==> src/rtl/db15_pkg.sv <==
// db15_pkg: shared types and constants for the DB15 serial joystick scanner.
package db15_pkg;
  localparam int FRAME_BITS = 32;
  localparam int PLAYER_BITS = 16;
  localparam int USED_BITS = 12;
  typedef enum logic [2:0] {IDLE, LOAD, SHIFT_LO, SHIFT_HI, LATCH} state_t;
  function automatic logic [PLAYER_BITS-1:0] decode_player(input logic [USED_BITS-1:0] r);
    return {{(PLAYER_BITS-USED_BITS){1'b0}}, ~r};
  endfunction
endpackage

==> src/rtl/db15_sync.sv <==
// db15_sync: two-flop synchroniser with a selectable reset value.
module db15_sync #(
  parameter logic RST_VAL = 1'b1
) (
  input  logic clk,
  input  logic reset,
  input  logic d,
  output logic q
);
  logic meta;
  always_ff @(posedge clk)
    if (reset) {q, meta} <= {2{RST_VAL}};
    else {q, meta} <= {meta, d};
endmodule

==> src/rtl/db15_serial_joy.sv <==
// db15_serial_joy: scans a 32-bit DB15 adapter shift chain and publishes two player button words.
module db15_serial_joy
  import db15_pkg::*;
#(
  parameter int CLK_DIV = 24,
  parameter int GAP_CYCLES = 1024
) (
  input  logic        clk,
  input  logic        reset,
  output logic        joy_clk,
  output logic        joy_load,
  input  logic        joy_data,
  output logic [15:0] joystick1,
  output logic [15:0] joystick2,
  output logic        frame_done,
  output logic        present
);
  localparam int CNT_MAX = GAP_CYCLES > 2 * CLK_DIV ? GAP_CYCLES : 2 * CLK_DIV;
  localparam int CW = $clog2(CNT_MAX + 1);
  localparam int IW = $clog2(FRAME_BITS);
  localparam logic [CW-1:0] GAP_LAST = CW'(GAP_CYCLES - 1);
  localparam logic [CW-1:0] LOAD_LAST = CW'(2 * CLK_DIV - 1);
  localparam logic [CW-1:0] DIV_LAST = CW'(CLK_DIV - 1);
  localparam logic [IW-1:0] LAST_BIT = IW'(FRAME_BITS - 1);
  state_t state, next;
  logic [CW-1:0] cnt, cnt_next, phase_last;
  logic [IW-1:0] idx, idx_next;
  logic [FRAME_BITS-1:0] raw;
  logic data_s, phase_end, sample, latch, stuck;
  db15_sync #(.RST_VAL(1'b1)) u_sync (
    .clk  (clk),
    .reset(reset),
    .d    (joy_data),
    .q    (data_s)
  );
  always_comb begin
    phase_last = state == IDLE ? GAP_LAST : state == LOAD ? LOAD_LAST : DIV_LAST;
    phase_end = state == LATCH || cnt == phase_last;
    next = !phase_end ? state :
           state == IDLE ? LOAD :
           state == LOAD ? SHIFT_LO :
           state == SHIFT_LO ? SHIFT_HI :
           state == SHIFT_HI ? (idx == LAST_BIT ? LATCH : SHIFT_LO) : IDLE;
    cnt_next = phase_end ? '0 : cnt + 1'b1;
    idx_next = state == LOAD ? '0 :
               (state == SHIFT_HI && phase_end && idx != LAST_BIT) ? idx + 1'b1 : idx;
    sample = state == SHIFT_LO && phase_end;
    latch = state == LATCH;
    stuck = ~|raw;
  end
  // Pin outputs are registered from the next state so they are glitch-free yet phase-aligned with state.
  always_ff @(posedge clk) begin
    if (reset) begin
      state <= IDLE;
      cnt <= '0;
      idx <= '0;
      raw <= '0;
      joy_clk <= 1'b1;
      joy_load <= 1'b1;
      joystick1 <= '0;
      joystick2 <= '0;
      frame_done <= 1'b0;
      present <= 1'b0;
    end else begin
      state <= next;
      cnt <= cnt_next;
      idx <= idx_next;
      if (sample) raw[idx] <= data_s;
      joy_clk <= next != SHIFT_LO;
      joy_load <= next != LOAD;
      frame_done <= latch;
      if (latch) begin
        present <= !stuck;
        joystick1 <= stuck ? '0 : decode_player(raw[USED_BITS-1:0]);
        joystick2 <= stuck ? '0 : decode_player(raw[PLAYER_BITS+USED_BITS-1:PLAYER_BITS]);
      end
    end
  end
endmodule

==> config.mk <==
export PLATFORM = sky130hd
export DESIGN_NAME = db15_serial_joy
export DESIGN_NICKNAME = d
export VERILOG_FILES = /design/src/rtl/db15_pkg.sv /design/src/rtl/db15_sync.sv /design/src/rtl/db15_serial_joy.sv
export SDC_FILE = /design/constraint.sdc
export NUM_CORES = 1
export LEC_CHECK = 0
export CAP_MARGIN = 25
export CORE_ASPECT_RATIO = 1.4
export CORE_MARGIN = 2
export CORE_UTILIZATION = 40
export CTS_CLUSTER_DIAMETER = 30
export DETAILED_ROUTE_END_ITERATION = 12
export DONT_BUFFER_PORTS = 1
export GPL_TIMING_DRIVEN = 0
export SYNTH_ARGS = -nofsm -noshare
export SYNTH_HDL_FRONTEND = slang
export SYNTH_HIERARCHICAL = 1
export SYNTH_SLANG_ARGS = --single-unit
==> constraint.sdc <==
create_clock -name clk -period 3.28 [get_ports clk]
set_input_delay 0.656 -clock clk [delete_from_list [all_inputs] [get_ports clk]]
set_output_delay 0.656 -clock clk [all_outputs]
set_load 0.1 [all_outputs]
# [Word level (Yosys, flattened, before mapping)]
# Index checks and enable logic that the tools add are counted.
[classes] n_eq_ne=9 n_lt_le_gt_ge=2 mux=13 n_reduce_logical=9 bitwise_logic=2 n_addsub=2
[op_table] cell="$bwmux 32" n=1
[op_table] cell="$reduce_or 32->1" n=1
[op_table] cell="$mux 12" n=2
[op_table] cell="$not 12->12" n=2
[op_table] cell="$mux 3" n=6
[op_table] cell="$add 11x1->11 const B" n=1
[op_table] cell="$eq 11x10->1" n=1
[op_table] cell="$mux 10" n=1
[op_table] cell="$eq 3x2->1 const B" n=2
[op_table] cell="$lt 5x6->1 const B" n=1
[op_table] cell="$mux 6" n=1
[op_table] cell="$add 5x1->5 const B" n=1
[op_table] cell="$demux 1 s5" n=1
[op_table] cell="$eq 5x5->1 const B" n=1
[op_table] cell="$ge 5x1->1 const B" n=1
[op_table] cell="$ne 5x5->1 const B" n=1
[op_table] cell="$logic_and 1x1->1" n=4
[op_table] cell="$reduce_or 2->1" n=2
[op_table] cell="$eq 3x1->1 const B" n=1
[op_table] cell="$eq 3x3->1 const B" n=1
[op_table] cell="$logic_not 3->1" n=1
[op_table] cell="$ne 3x1->1 const B" n=1
[op_table] cell="$ne 3x2->1 const B" n=1
[op_table] cell="$logic_or 1x1->1" n=1
[op_table] cell="$mux 1" n=1
[totals] wordCells=49 output_inout_bits=36 in_bits=3 ff_bits=89

# [Depth between registers and ports, before layout]
[depth] ltp_word=8 depth_mapped=8 mapped_depth_nobuf=8

# [Cells and area by module]
# The synthesis kept the hierarchy.
[by_module_without_submodules] module="db15_serial_joy" cells_per_inst=426 seq_area_each_um2=1581.5 area_each_um2=3652.3 n_inst=1
[by_module_without_submodules] module="db15_sync" cells_per_inst=4 seq_area_each_um2=40.0 area_each_um2=52.6 n_inst=1

# [Least setup slack after synthesis]
# Ideal clock, no wire load.
[synth_timing] kind="register to register" startpoint="reg idx[0]" endpoint="reg idx[3]" t_required_ps=3159 setup_time_ps=121 t_arrival_ps=1800 period_less_slack_ps=1920 n_path_buf=0 path_slack_ps=1360 path_stages_with_launch=9 cell_sequence="dfxtp_1 -> ha_1 -> and3_1 -> ha_1 -> nand3b_1 -> nor2_1 -> and3_1 -> nand3_1 -> mux2_2"
[synth_between] elab_chain_cells=2 word_cells_on_any_way=3 cone_classes="add/sub (1); eq/ne (1); reduce/logical (1)"
[synth_rtl] element="start, declared" line_no="db15_serial_joy.sv:27" rtl="logic [IW-1:0] idx, idx_next;"
[synth_rtl] element="start signal, assigned" line_no="db15_serial_joy.sv:67" rtl="idx <= idx_next;"
[synth_rtl] element="branches (longest 2 deep; another with $add 5x1->5)"
# Several ways; the timed one is not identified.
# A chain may end at the register's enable or synchronous reset.

# [Final worst setup path]
[layout_timing] startpoint="reg state[2]" endpoint="reg raw[25]"
[layout_between] elab_chain_cells=6 word_cells_on_any_way=9 cone_classes="eq/ne (4); mux (2); reduce/logical (3)"
[layout_rtl] element="start, declared" line_no="db15_serial_joy.sv:25" rtl="state_t state, next;"
[layout_rtl] element="start signal, assigned" line_no="db15_serial_joy.sv:65" rtl="state <= next;"
[layout_rtl] element="$eq 3x1->1" line_no="db15_serial_joy.sv:37" rtl="phase_last = state == IDLE ? GAP_LAST : state == LOAD ? LOAD_LAST : DIV_LAST;"
[layout_rtl] element="$mux 6" line_no="db15_serial_joy.sv:37"
[layout_rtl] element="$mux 10" line_no="db15_serial_joy.sv:37"
[layout_rtl] element="$eq 11x10->1" line_no="db15_serial_joy.sv:38" rtl="phase_end = state == LATCH || cnt == phase_last;"
[layout_rtl] element="$logic_or 1x1->1" line_no="db15_serial_joy.sv:38"
[layout_rtl] element="$logic_and 1x1->1 (*)" line_no="db15_serial_joy.sv:47" rtl="sample = state == SHIFT_LO && phase_end;"
[layout_rtl] element="end signal, assigned by index" line_no="db15_serial_joy.sv:68" rtl="if (sample) raw[idx] <= data_s;"
[layout_rtl] element="end, declared" line_no="db15_serial_joy.sv:28" rtl="logic [FRAME_BITS-1:0] raw;"
# Mark *: on every way between the ends. The rest lies on a longest branch, timed or not.

==> results_dict.tcl <==
set metrics [dict create \
    i_o_pins 39 \
    mean_area_per_synthesized_cell_um2 8.62 \
    static_leakage_power_nw 1.43 \
    clkSinkCount 81 \
    vias 3039 \
    slew_viol_final 0 \
    dpl_worst_slack_ns 0.901 \
    run_status "completed" \
    gp_congestion 0.832 \
    final.setup.tns_ns 0 \
    muxShareOfSynthArea_pct 0.574 \
    final_critical_path_setup_slack_ns 0.799 \
    p_sw_mw 0.457 \
    postRouteAntennaNets 0 \
    comb_power_share_pct 4.3 \
    dieArea_um2 10100 \
    rr_worst_depth 8 \
    part_of_the_yosys_area_used_for_sequential_elements_pct 43.8 \
    synth-edff-count 0 \
    hold_violations 0 \
    drcViolationCount 0 \
    startpoint_type "flop" \
    post-route-period-util_pct 75.6 \
    drt-initial-drc-count 154 \
    synth_top_cells_by_area "dfxtp_1, o31ai_1, nor2b_1" \
    cts.htree.levels 3 \
    setup.worst_path.class "flop to flop" \
    yosysTopAreaCellShare_pct 43.8 \
    placement_rows 41 \
    setup_violations 0 \
    cts_resized 0 \
    die-height_um 118 \
    initial_utilization_pct 41.0 \
    slew_headroom_pct 34.0 \
    detailed_route_vias_per_instance 5.44 \
    cts_setup_buffers 0 \
    synth_xor_area_share_pct 2.36 \
    layout-drive-gt1-share_pct 8.19 \
    max_stage_delay_ns 0.44 \
    cp_cell_sequence "buf_6 > nor2_1 > and4b_1 > buf_2 > o2111ai_1 > buf_2 > o21ai_0 > o31ai_1" \
    fin_crit_ns 2.48 \
    yosys_warnings 6 \
    worstHoldPathType "flop to flop" \
    core_region_area_um2 9030 \
    syn_area_um2 3700 \
    max_slew.worst_pin.slew_ns 0.988 \
    max_frequency_mhz 403 \
    via_count_of_the_first_global_routing_pass 2878 \
    totalWireLength_mm 8.36 \
    grt_setup_unrepaired "false" \
    power.share.sequential_pct 50.4 \
    most_used_standard_cell_by_instance_count_after_synthesis "dfxtp_1" \
    synth_cell_types 43 \
    hold_buffers 0 \
    grt_antenna_before_repair 0 \
    asyncSetResetFlopFracSynth_pct 0 \
    critPathCapture "raw[25]" \
    r2r-end "raw[25]" \
    detailedPlacementHpwl_mm 5.98 \
    cts_inserted_buffers 9 \
    fin_worst_skew_ns 0.00878 \
    grt_pass1_wl_mm 14.0 \
    ff2ff_setup_slack_ns 0.80 \
    cp.arrival_ns 2.69 \
    syn_to_final_growth_pct 11.4 \
    share_of_the_synthesized_area_in_compound_gates_ao_oa_aoi_oai_pct 19.6 \
    regToRegStartpoint "state[2]" \
    critical_path.n_buffers_inverters 3 \
    clk_root_buffer_cell "clkbuf_16" \
    drt_pre_antenna_iters 4 \
    insertedDiodeCount 0 \
    critical_path.slowest_cell "o2111ai_1" \
    p_int_mw 1.51 \
    fin_nets 457 \
    synthFlopType "dfxtp_1" \
    power_frac_clock_pct 45.3 \
    cp-startpoint "state[2]" \
    netSwitchingFraction_pct 23.2 \
    insertion_delay_ns 0.34 \
    global_route.overflow_total 0 \
    most_common_library_cells_after_synthesis "dfxtp_1, o31ai_1, nor2b_1, o21ai_0, nand2_1" \
    worst_ir_drop_vdd_uv 365 \
    tritoncts "yes" \
    io_buffers 0 \
    pin_count_of_the_biggest_net_entering_global_routing 14 \
    worstPathRequired_ns 3.49 \
    max-clock-path-buffers 2 \
    synthCells 430 \
    yosysTopAreaCell "dfxtp_1" \
    path_delay_family "compound AO/OA/AOI/OAI gates" \
    worstSetupEndpointType "flop" \
    synth-simple-area-share_pct 25.5 \
    power_per_cell_area_nw_per_um2 476 \
    critical_path_depth_in_cells 8 \
    maxCapViolCount 0 \
    path_max_fanout 10 \
    worst_setup_hold_path_clk_slew_ns 0.06 \
    adder_cell_share_of_the_synthesized_area_pct 2.03 \
    track_usage_pct 17.2 \
    die_w_um 85.3 \
    postSynthRegisterBits 81 \
    synth_top_family_by_area "simple AND/OR/NAND/NOR gates" \
    routedWlPerCell_um 15.0 \
    cpMostUsedCell "buf_2" \
]
## cells in the final DEF, fill, tap and decap left out, types with 4 or more instances in the layout
cell,Yosys,layout
xor2_1,4,4
nor4b_1,4,4
clkbuf_16,0,9
nand3b_1,7,7
conb_1,1,8
inv_1,6,6
a21oi_1,31,31
ha_1,6,6
dfxtp_1,81,81
and3_1,8,8
clkbuf_1,26,27
o21ai_0,33,33
buf_4,8,8
nor4_1,8,8
buf_2,7,7
xnor2_1,6,6
nand2b_1,6,6
o2111ai_1,4,4
nor2b_1,33,33
o31ai_1,35,35
or3_1,27,27
nand3_1,12,12
nor2_1,20,20
nand2_1,32,32
## kinds of logic after synthesis
family | count (synthesis)
AND/OR/NAND/NOR | 168
AO/OA/AOI/OAI | 114
flip-flops | 81
buffers and inverters | 48
XOR/XNOR | 10
adder cells (fa/ha/maj) | 6
multiplexers | 2
other | 1
## metrics by stage
stage	hold slack, ns	util (%)	cell area, um^2	power (mW)	instances
detailed placement	0.396	42.8	3860	1.10	544
global placement	0.389	42.8	3860	1.10	544
CTS	0.410	45.7	4130	1.99	559
global route	0.418	45.7	4130	2.04	559
floorplan	0.385	-	3730	1.09	437
finish	0.407	45.7	4130	1.97	559
## worst register-to-register path, cell delays in order (launching register included)
cell	delay (ns)
dfxtp_1	0.31
buf_6	0.12
nor2_1	0.37
and4b_1	0.25
buf_2	0.18
o2111ai_1	0.44
buf_2	0.37
o21ai_0	0.22
o31ai_1	0.10
## state kept, by name, summed over array words and instances (netlist names)
register	count
joystick1	12
cnt	11
raw	32
joy_clk	1
u_sync/q	1
joy_load	1
joystick2	12
present	1
idx	5
u_sync/meta	1
frame_done	1
state	3
## metal layers
layer	track usage [%]	share of wire (%)	up-vias
met5	0	0	-
met4	7.54	2.6	0
met3	3.79	3.8	17
met2	29.6	51	63
met1	20.2	43	1396
li1	-	-	1563
## power by group through the flow
stage / clock [mW] / combinational [mW] / sequential, mW
after floorplan: 0 / 0.0734 / 1.01
after global placement: 0 / 0.0837 / 1.01
after detailed placement: 0 / 0.0839 / 1.01
after CTS: 0.912 / 0.0839 / 0.991
after global routing: 0.957 / 0.0902 / 0.991
final: 0.891 / 0.0836 / 0.991
## worst min-delay path by stage
stage | startpoint | endpoint | cells past startpoint
global route | joy_data | u_sync/meta | 1
detailed placement | u_sync/meta | u_sync/q | 1
global placement | u_sync/meta | u_sync/q | 1
floorplan | u_sync/meta | u_sync/q | 1
CTS | u_sync/meta | u_sync/q | 1
finish | u_sync/meta | u_sync/q | 1
## final cells by class
type	instances	area [um^2]
tap	107	134
clock buffer	10	229
sequential	81	1620
clock inverter	5	33.8
inverter	6	22.5
buffer	42	204
fill	909	4900
multi-input combinational	308	1880
(Power assumes the default switching activity.)
